<file path="src/rtl/uart_pkg.sv">
// Shared types and constants for the configurable UART transmitter.
package uart_pkg;

    typedef enum logic [1:0] {
        PAR_NONE = 2'd0,
        PAR_EVEN = 2'd1,
        PAR_ODD  = 2'd2
    } parity_e;

    typedef enum logic [2:0] {
        S_IDLE   = 3'd0,
        S_START  = 3'd1,
        S_DATA   = 3'd2,
        S_PARITY = 3'd3,
        S_STOP   = 3'd4
    } tx_state_e;

    localparam logic [15:0] MIN_DIV = 16'd2;

    // Code 2'b11 is reserved and behaves as no parity.
    function automatic parity_e decode_parity(input logic [1:0] code);
        parity_e p;
        case (code)
            2'b01:   p = PAR_EVEN;
            2'b10:   p = PAR_ODD;
            default: p = PAR_NONE;
        endcase
        return p;
    endfunction

endpackage

</file>
<file path="src/rtl/uart_tx_cfg_if.sv">
// Producer-side valid/ready byte channel into the UART transmitter.
interface uart_tx_cfg_if #(
    parameter int DATA_W = 9
);
    logic [DATA_W-1:0] in_data;
    logic              in_valid;
    logic              in_ready;

    modport master (output in_data, output in_valid, input in_ready);
    modport slave  (input in_data, input in_valid, output in_ready);
endinterface

</file>
<file path="src/rtl/uart_fifo.sv">
// Synchronous show-ahead FIFO; head word is visible on dout while not empty.
module uart_fifo #(
    parameter int W     = 9,
    parameter int DEPTH = 4
) (
    input  logic                     clk,
    input  logic                     rst,
    input  logic                     push,
    input  logic                     pop,
    input  logic [W-1:0]             din,
    output logic [W-1:0]             dout,
    output logic                     full,
    output logic                     empty,
    output logic [$clog2(DEPTH):0]   level
);
    localparam int AW = $clog2(DEPTH);

    logic [W-1:0]  mem_r [DEPTH];
    logic [AW-1:0] wr_ptr_r;
    logic [AW-1:0] rd_ptr_r;
    logic [AW:0]   level_r;
    logic          push_ok_s;
    logic          pop_ok_s;

    assign push_ok_s = push && !full;
    assign pop_ok_s  = pop && !empty;

    // Pointer and occupancy bookkeeping.
    always_ff @(posedge clk) begin
        if (rst) begin
            wr_ptr_r <= '0;
            rd_ptr_r <= '0;
            level_r  <= '0;
        end else begin
            if (push_ok_s) wr_ptr_r <= wr_ptr_r + AW'(1);
            if (pop_ok_s)  rd_ptr_r <= rd_ptr_r + AW'(1);
            case ({push_ok_s, pop_ok_s})
                2'b10:   level_r <= level_r + (AW+1)'(1);
                2'b01:   level_r <= level_r - (AW+1)'(1);
                default: level_r <= level_r;
            endcase
        end
    end

    // Storage array; contents need no reset because level gates visibility.
    always_ff @(posedge clk) begin
        if (push_ok_s) mem_r[wr_ptr_r] <= din;
    end

    assign dout  = mem_r[rd_ptr_r];
    assign full  = (level_r == (AW+1)'(DEPTH));
    assign empty = (level_r == (AW+1)'(0));
    assign level = level_r;
endmodule

</file>
<file path="src/rtl/uart_tx_cfg.sv">
// UART transmitter with per-frame data bits, parity, stop bits and baud divisor,
// fed from an input FIFO.
module uart_tx_cfg
    import uart_pkg::*;
#(
    parameter int DATA_W     = 9,
    parameter int FIFO_DEPTH = 4,
    parameter int DIV_RST    = 434
) (
    input  logic                          clk,
    input  logic                          rst,
    uart_tx_cfg_if.slave                  in_if,
    input  logic [15:0]                   cfg_baud_div,
    input  logic [3:0]                    cfg_data_bits,
    input  logic [1:0]                    cfg_parity,
    input  logic                          cfg_stop2,
    output logic                          tx,
    output logic                          busy,
    output logic [$clog2(FIFO_DEPTH):0]   fifo_level
);
    if (DATA_W < 5 || DATA_W > 9 || FIFO_DEPTH < 2 ||
        (FIFO_DEPTH & (FIFO_DEPTH - 1)) != 0 ||
        DIV_RST < 2 || DIV_RST > 65535) begin : g_bad_params
        $error("uart_tx_cfg: unsupported parameter set");
    end

    function automatic logic data_parity(input logic [DATA_W-1:0] d, input logic [3:0] n);
        logic p;
        p = 1'b0;
        for (int i = 0; i < DATA_W; i++) begin
            if (4'(i) < n) p = p ^ d[i];
            else           p = p;
        end
        return p;
    endfunction

    logic [DATA_W-1:0] fifo_head_s;
    logic              fifo_full_s;
    logic              fifo_empty_s;
    logic              push_s;
    logic              pop_s;
    logic              load_s;
    logic              bit_end_s;
    logic [15:0]       div_in_s;
    logic [3:0]        nbits_in_s;
    parity_e           par_in_s;

    tx_state_e         state_r,    state_nxt_s;
    logic [15:0]       cnt_r,      cnt_nxt_s;
    logic [15:0]       div_r,      div_nxt_s;
    logic [3:0]        nbits_r,    nbits_nxt_s;
    logic [3:0]        bit_idx_r,  bit_idx_nxt_s;
    parity_e           par_r,      par_nxt_s;
    logic              par_bit_r,  par_bit_nxt_s;
    logic              stop2_r,    stop2_nxt_s;
    logic              stop_idx_r, stop_idx_nxt_s;
    logic [DATA_W-1:0] shift_r,    shift_nxt_s;
    logic              tx_r,       tx_nxt_s;

    assign push_s         = in_if.in_valid && !fifo_full_s;
    assign in_if.in_ready = !fifo_full_s;

    uart_fifo #(.W(DATA_W), .DEPTH(FIFO_DEPTH)) u_fifo (
        .clk   (clk),
        .rst   (rst),
        .push  (push_s),
        .pop   (pop_s),
        .din   (in_if.in_data),
        .dout  (fifo_head_s),
        .full  (fifo_full_s),
        .empty (fifo_empty_s),
        .level (fifo_level)
    );

    assign div_in_s   = (cfg_baud_div < MIN_DIV) ? MIN_DIV : cfg_baud_div;
    assign nbits_in_s = (cfg_data_bits < 4'd5 || cfg_data_bits > 4'(DATA_W)) ?
                        4'(DATA_W) : cfg_data_bits;
    assign par_in_s   = decode_parity(cfg_parity);
    assign bit_end_s  = (cnt_r == 16'd0);

    // Frame sequencing, baud counting and the next tx level.
    always_comb begin
        state_nxt_s    = state_r;
        cnt_nxt_s      = cnt_r;
        div_nxt_s      = div_r;
        nbits_nxt_s    = nbits_r;
        bit_idx_nxt_s  = bit_idx_r;
        par_nxt_s      = par_r;
        par_bit_nxt_s  = par_bit_r;
        stop2_nxt_s    = stop2_r;
        stop_idx_nxt_s = stop_idx_r;
        shift_nxt_s    = shift_r;
        tx_nxt_s       = 1'b1;
        load_s         = 1'b0;
        pop_s          = 1'b0;

        case (state_r)
            S_IDLE: begin
                if (!fifo_empty_s) load_s = 1'b1;
                else               load_s = 1'b0;
            end
            S_START: begin
                tx_nxt_s = 1'b0;
                if (bit_end_s) begin
                    state_nxt_s   = S_DATA;
                    cnt_nxt_s     = div_r - 16'd1;
                    bit_idx_nxt_s = 4'd0;
                end else begin
                    cnt_nxt_s = cnt_r - 16'd1;
                end
            end
            S_DATA: begin
                tx_nxt_s = shift_r[0];
                if (bit_end_s) begin
                    cnt_nxt_s   = div_r - 16'd1;
                    shift_nxt_s = {1'b0, shift_r[DATA_W-1:1]};
                    if (bit_idx_r == nbits_r - 4'd1) begin
                        state_nxt_s    = (par_r == PAR_NONE) ? S_STOP : S_PARITY;
                        stop_idx_nxt_s = 1'b0;
                    end else begin
                        bit_idx_nxt_s = bit_idx_r + 4'd1;
                    end
                end else begin
                    cnt_nxt_s = cnt_r - 16'd1;
                end
            end
            S_PARITY: begin
                tx_nxt_s = par_bit_r;
                if (bit_end_s) begin
                    state_nxt_s    = S_STOP;
                    cnt_nxt_s      = div_r - 16'd1;
                    stop_idx_nxt_s = 1'b0;
                end else begin
                    cnt_nxt_s = cnt_r - 16'd1;
                end
            end
            S_STOP: begin
                tx_nxt_s = 1'b1;
                if (bit_end_s) begin
                    if (stop2_r && !stop_idx_r) begin
                        stop_idx_nxt_s = 1'b1;
                        cnt_nxt_s      = div_r - 16'd1;
                    end else if (!fifo_empty_s) begin
                        load_s = 1'b1;
                    end else begin
                        state_nxt_s = S_IDLE;
                    end
                end else begin
                    cnt_nxt_s = cnt_r - 16'd1;
                end
            end
            default: begin
                state_nxt_s = S_IDLE;
            end
        endcase

        // Starting a frame: take the head word and freeze the config for its duration.
        if (load_s) begin
            pop_s          = 1'b1;
            state_nxt_s    = S_START;
            cnt_nxt_s      = div_in_s - 16'd1;
            div_nxt_s      = div_in_s;
            nbits_nxt_s    = nbits_in_s;
            par_nxt_s      = par_in_s;
            par_bit_nxt_s  = data_parity(fifo_head_s, nbits_in_s) ^ (par_in_s == PAR_ODD);
            stop2_nxt_s    = cfg_stop2;
            stop_idx_nxt_s = 1'b0;
            shift_nxt_s    = fifo_head_s;
        end else begin
            pop_s = 1'b0;
        end
    end

    // State and datapath registers; tx is registered so the pad never glitches.
    always_ff @(posedge clk) begin
        if (rst) begin
            state_r    <= S_IDLE;
            cnt_r      <= 16'd0;
            div_r      <= MIN_DIV;
            nbits_r    <= 4'(DATA_W);
            bit_idx_r  <= 4'd0;
            par_r      <= PAR_NONE;
            par_bit_r  <= 1'b0;
            stop2_r    <= 1'b0;
            stop_idx_r <= 1'b0;
            shift_r    <= '0;
            tx_r       <= 1'b1;
        end else begin
            state_r    <= state_nxt_s;
            cnt_r      <= cnt_nxt_s;
            div_r      <= div_nxt_s;
            nbits_r    <= nbits_nxt_s;
            bit_idx_r  <= bit_idx_nxt_s;
            par_r      <= par_nxt_s;
            par_bit_r  <= par_bit_nxt_s;
            stop2_r    <= stop2_nxt_s;
            stop_idx_r <= stop_idx_nxt_s;
            shift_r    <= shift_nxt_s;
            tx_r       <= tx_nxt_s;
        end
    end

    assign tx   = tx_r;
    assign busy = (state_r != S_IDLE) || !fifo_empty_s;
endmodule

</file>
<file path="src/flat_wrapper.sv">
// flat-port wrapper written by rule: the top's interface ports become plain ports
module uart_tx_cfg_flat import uart_pkg::*;
#(
    parameter int DATA_W     = 9,
    parameter int FIFO_DEPTH = 4,
    parameter int DIV_RST    = 434
)
  (clk, rst, cfg_baud_div, cfg_data_bits, cfg_parity, cfg_stop2, tx, busy, fifo_level, in_if_in_data, in_if_in_valid, in_if_in_ready);
  uart_tx_cfg_if #(.DATA_W(DATA_W)) in_if_i ();
  input  logic clk;
  input  logic rst;
  input  logic [15:0] cfg_baud_div;
  input  logic [3:0] cfg_data_bits;
  input  logic [1:0] cfg_parity;
  input  logic cfg_stop2;
  output logic tx;
  output logic busy;
  output logic [$clog2(FIFO_DEPTH):0] fifo_level;
  input wire logic [$bits(in_if_i.in_data)-1:0] in_if_in_data;
  input wire logic [$bits(in_if_i.in_valid)-1:0] in_if_in_valid;
  output wire logic [$bits(in_if_i.in_ready)-1:0] in_if_in_ready;
  assign in_if_i.in_data = in_if_in_data;
  assign in_if_i.in_valid = in_if_in_valid;
  assign in_if_in_ready = in_if_i.in_ready;
  uart_tx_cfg #(.DATA_W(DATA_W), .FIFO_DEPTH(FIFO_DEPTH), .DIV_RST(DIV_RST)) u_core (.clk(clk), .rst(rst), .in_if(in_if_i), .cfg_baud_div(cfg_baud_div), .cfg_data_bits(cfg_data_bits), .cfg_parity(cfg_parity), .cfg_stop2(cfg_stop2), .tx(tx), .busy(busy), .fifo_level(fifo_level));
endmodule
</file>
<file path="config.mk">
export PLATFORM = sky130hd
export DESIGN_NAME = uart_tx_cfg_flat
export DESIGN_NICKNAME = d
export VERILOG_FILES = /design/src/rtl/uart_pkg.sv /design/src/rtl/uart_tx_cfg_if.sv /design/src/rtl/uart_fifo.sv /design/src/rtl/uart_tx_cfg.sv /design/src/flat_wrapper.sv
export SDC_FILE = /design/constraint.sdc
export NUM_CORES = 1
export LEC_CHECK = 0
export ABC_AREA = 0
export ABC_CLOCK_PERIOD_IN_PS = 8550
export CORE_MARGIN = 5
export CORE_UTILIZATION = 60
export DETAILED_ROUTE_END_ITERATION = 10
export GPL_ROUTABILITY_DRIVEN = 0
export PLACE_DENSITY = 0.87
export SYNTH_ARGS = -nofsm -noshare
export SYNTH_HDL_FRONTEND = slang
export SYNTH_HIERARCHICAL = 1
export SYNTH_SLANG_ARGS = --single-unit
</file>
<file path="constraint.sdc">
create_clock -name clk -period 8.55 [get_ports clk]
set_input_delay 1.71 -clock clk [delete_from_list [all_inputs] [get_ports clk]]
set_output_delay 1.71 -clock clk [all_outputs]
set_load 0.01 [all_outputs]
</file>
Word-level counts from Yosys, hierarchy flattened
Memories as Yosys holds them, arrays and structs flattened. A register that Yosys moved wholly into a read port is not among the register bits.
Cells that the tools add are included.

storage, ports and cells
  bits in registers = 65
  RAM bits = 36
  input bits = 35
  output and inout bits = 6
  word-level logic and storage cells = 164
  memories = 1

operators by class
  add/sub/neg operators = 9
  order comparisons = 12
  eq/ne operators = 29
  muxes and demuxes = 60
  bitwise logic cells = 10
  reductions and logical operators = 28

memories
  memory               depth  bits a word  read ports  clocked after Yosys merged registers in  write ports  RTL line         RTL
  u_core.u_fifo.mem_r  4      9            1           1                                        1            uart_fifo.sv:18  logic [W-1:0] mem_r [DEPTH];

operator list
  operator                 count
  $mux W16                 5
  $sub A16 B1 Y16 const B  3
  $pmux W16 S2             1
  $mux W1                  30
  $mux W9                  3
  $mux W3                  8
  $ne A3 B1 Y1 const B     6
  $logic_not A16 Y1        1
  $lt A16 B2 Y1 const B    1
  $lt A3 B4 Y1 const A     4
  $mux W4                  4
  $ne A2 B1 Y1 const B     8
  $reduce_and A8 Y1        2
  $pmux W3 S5              1
  $reduce_bool A3 Y1       3
  $xor A1 B1 Y1            9
  $lt A1 B4 Y1 const A     2
  $lt A2 B4 Y1 const A     2
  $pmux W4 S2              1
  $reduce_bool A2 Y1       4
  $eq A2 B2 Y1 const B     3
  $eq A3 B2 Y1 const B     2
  $eq A3 B3 Y1 const B     2
  $logic_not A3 Y1         2
  other kinds (29)         41

Longest topological paths before layout
  word-level depth = 31
  gate-level depth with buffers = 16
  mapped depth without buffers = 14

Cells and area by module
Netlist, hierarchy kept.

modules (own cells, without submodules)
  module       times used  cells each  area each (um^2)  sequential area each (um^2)
  uart_tx_cfg  1           456         3452.1            1161.1
  uart_fifo    1           101         1778.0            1261.2

Worst setup path before layout
No wires, ideal clock.

  path type = input port to flip-flop
  start point = in cfg_baud_div[13]
  end point = reg u_core.cnt_r[12]
  setup time = 91 ps
  data arrival time = 3729 ps
  data required time = 8459 ps
  path slack = 4730 ps
  stages on the path = 10
  path buffers = 0
  cell sequence = nor4_1 > nand4_1 > nand3_1 > o21a_1 > ha_1 > inv_1 > a221oi_2 > nand2_1 > or4_1 > a311oi_1

on the way
  cells in the longest elaborated chain, start to end = 4

RTL lines
  item                  RTL line            RTL
  start, declared       flat_wrapper.sv:12  input logic [15:0] cfg_baud_div;
  $lt A16 B2 Y1         uart_tx_cfg.sv:75   assign div_in_s = (cfg_baud_div < MIN_DIV) ? MIN_DIV : cfg_baud_div;
  $mux W16              uart_tx_cfg.sv:75
  $sub A16 B1 Y16       uart_tx_cfg.sv:161  cnt_nxt_s = div_in_s - 16'd1;
  $mux W16              uart_tx_cfg.sv:158  if (load_s) begin
  end signal, assigned  uart_tx_cfg.sv:190  cnt_r <= cnt_nxt_s;
  end, declared         uart_tx_cfg.sv:49   logic [15:0] cnt_r, cnt_nxt_s;

No other way between the ends.
A chain may end at the register's enable or synchronous reset.

Final worst setup path
  start point = in cfg_baud_div[8]
  end point = reg u_core.cnt_r[12]

on the way
  cells in the longest elaborated chain, start to end = 4

RTL lines
  item                 RTL line
  $lt A16 B2 Y1        uart_tx_cfg.sv:75
  $mux W16 (*)         uart_tx_cfg.sv:75
  $sub A16 B1 Y16 (*)  uart_tx_cfg.sv:161
  $mux W16 (*)         uart_tx_cfg.sv:158

Mark *: on every way between the ends. The rest lies on a longest branch, timed or not.

==> run metrics <==
Clock power frac 15.8%; peak supply drop 0.194 mV; Resized cells post-CTS 0; GR Util met2 39.8%; Layout Skew 0.0205 ns; synthesized instance count 557; status finished clean; Worst-Margin Slew 1.01 ns; area grow syn2layout 12.2%; Avg Inst Size Synth 9.39 sq um; Reg2Reg Depth 14; initial antenna violation count 0; min cycle time layout 4.32 ns; # Max-Cap Violations 0; sequential area share after synthesis 46.3%; IO Port Bufs 40; largest net degree at the start of global routing 70; ys async rst share 0%; Crit Reg-Reg Startpoint u_core/cnt_r[6]; RSZ-0062 raised after global routing no; Worst Path Max Fanout 7; I/O Pins 41; Clock Latency Late Sink 0.39 ns; R2R Path End u_core/cnt_r[12]; GRT Total Usage 24.8%; post-synthesis net count 601; worst min path class reg -> reg; worst endpoint required time 8.84 ns; internal power 1130 uW; chip width 103 um; Setup crit start kind input pin; cell area after synthesis 5230 sq um; Initial DRC Count 503; total CTS buffers 9; #FFs+latches synth 103; static leakage 0.00198 uW; vias in the first global route 4296; Critical Path AT 4.61 ns; Pwr per Cell Area 348 nW/um^2; Final ANT Viol Nets 0; post-route insts no fill 693; Fill cells 643; ANT cells 0; # placed instances 677; Cell variety after synth 64; met3 Resource Use GR 5.63%; clk sink count 103; share of cells above drive strength 1 7.86%; CTS tree yes; switching pwr 914 uW; crit path kind in -> reg; clk root buf clkbuf_8; Max Freq 231 MHz; met1 global-route usage 32.7%; die height 103 um; wire length per cell 17.9 um; Initial Utilization 60.9%; setup TNS 0 ns; Final setup viols 0; HPWL Detailed 8700 um; core area 8590 sq um; vias 4417; total gr overflow 0; Switching Fraction 44.8%; # DRC 0; Worst slew margin 31.9%; sequential power share 35.0%; H-tree depth 3; first drt pass iteration count 5; hold path endpoint u_core/div_r[3]; top_reg_cell synth dfxtp_1; final-report max-slew violation count 0; post-CTS setup buffers 0; Tcrit/Tclk final 50.6%; die area 10700 sq um; HP Start u_core/div_r[3]; Hold Vio Cnt, Final 0; Comb pwr share 49.2%; EDFF count, synth 36; vias per cell 6.37; R2R Setup Slk 4.32 ns; Hold Path Cell Cnt 2; GR peak layer met2; WL final 12400 um; CP endpoint kind flip-flop; nets 624; Clock Tree Buf Depth 2; synth warn 6; CTS Hold Bufs 0; Rows 34; CTS clock-pin slew for the worst setup and hold paths 0.11 ns; first-pass GRT wire length 20700 um
==> worst max-delay path: stages <==
cell             delay (ns)
clkdlybuf4s50_1        0.47
nor4_1                 0.30
nand4_1                0.20
nand3_1                0.17
o21a_1                 0.18
ha_1                   0.15
inv_1                  0.06
a221oi_2               0.30
nand2_1                0.23
or4_1                  0.57
a311oi_1               0.26
==> worst max-delay path by stage <==
stage / start / to / slack [ns]
after floorplan: cfg_baud_div[13] / u_core/cnt_r[12] / 4.73
after global placement: cfg_baud_div[13] / u_core/cnt_r[14] / 4.08
after detailed placement: cfg_baud_div[13] / u_core/cnt_r[12] / 3.90
after CTS: cfg_baud_div[13] / u_core/cnt_r[12] / 4.28
after global routing: cfg_baud_div[10] / u_core/cnt_r[14] / 4.03
final: cfg_baud_div[8] / u_core/cnt_r[12] / 4.23
==> sequential cells by signal, indices dropped and copies added (netlist names), 3 cells and up, named ones only <==
name	count
u_core/nbits_r	4
u_core/bit_idx_r	4
u_core/shift_r	9
u_core/state_r	3
u_core/cnt_r	16
u_core/u_fifo/level	3
u_core/div_r	16
u_core/u_fifo/mem_r	36
==> per-stage QoR <==
step | setup slack (ns) | hold slack (ns) | util [%] | power (uW) | area [sq um]
detailed placement | 3.90 | 0.447 | 65.8 | 1700 | 5650
finish | 4.23 | 0.463 | 68.3 | 2040 | 5870
CTS | 4.28 | 0.462 | 68.3 | 2030 | 5870
global route | 4.03 | 0.489 | 68.3 | 2190 | 5870
global placement | 4.08 | 0.437 | 65.8 | 1660 | 5650
floorplan | 4.73 | 0.429 | - | 1460 | 5230
==> placed cells by master, fill, tap and decap left out, drive strengths merged, types with 6 or more instances in the layout <==
cell / instances
o21ai: 25
inv: 17
a211oi: 8
a311oi: 14
ha: 8
nor4: 9
xnor2: 16
nand3b: 7
clkdlybuf4s50: 39
o21a: 7
clkbuf: 9
nand4: 6
and2: 8
nand2: 63
edfxtp: 36
a21oi: 54
nand2b: 8
nor3: 13
or3: 6
nor2: 70
mux4: 9
dfxtp: 67
nand3: 13
==> final cells by class <==
type	count	area, sq um	area share [%]
clock buffer	9	124	2.11
clock inverter	7	91.3	1.56
inverter	14	52.6	0.896
multi-input combinational	408	2620	44.6
sequential	103	2420	41.3
tap	108	135	2.30
timing repair buffer	44	425	7.25
==> power groups by stage <==
stage / Clock, uW / Combinational, uW / Sequential, uW
after floorplan: 0 / 773 / 689
after global placement: 0 / 946 / 714
after detailed placement: 0 / 979 / 722
after CTS: 329 / 988 / 713
after global routing: 349 / 1120 / 727
final: 322 / 1010 / 715
==> cells by family after synthesis <==
logic type	Yosys count	synth area share, %
multiplexers	15	5.05
XOR/XNOR	21	3.52
adder cells (fa/ha/maj)	9	2.30
flip-flops	103	46.3
buffers and inverters	46	3.83
AO/OA/AOI/OAI	142	18.1
AND/OR/NAND/NOR	221	20.9
==> routing by layer <==
layer,up-vias,routed length [um],part of all wire [%]
met2,187,5980,48
met5,-,0,0
li1,2077,-,-
met3,37,882,7.1
met4,0,320,2.6
met1,2116,5250,42
==> synth_stat cells (all sizes together) (5+ instances only) <==
cell type  number  area share (%)
inv            13            0.93
o32ai           5             1.4
buf            11             1.3
clkbuf         21             1.5
o21ai          25             2.4
mux4            9             3.9
edfxtp         36              21
o21a            7             1.0
mux2i           5            0.96
a21oi          54             5.2
nand2b          8            0.96
nand3          13             1.2
and2            8            0.96
nand4           6            0.84
dfxtp          67              26
nor4            9             1.2
nor2           70             5.3
or3             6            0.72
xor2            5            0.84
a211oi          8             1.1
nand3b          7             1.0
nand2          63             4.5
or4             5            0.72
xnor2          16             2.7
nor3           13             1.3
ha              8             1.9
a311oi         14             2.3
Note: power is estimated with default switching activity, not from simulation.
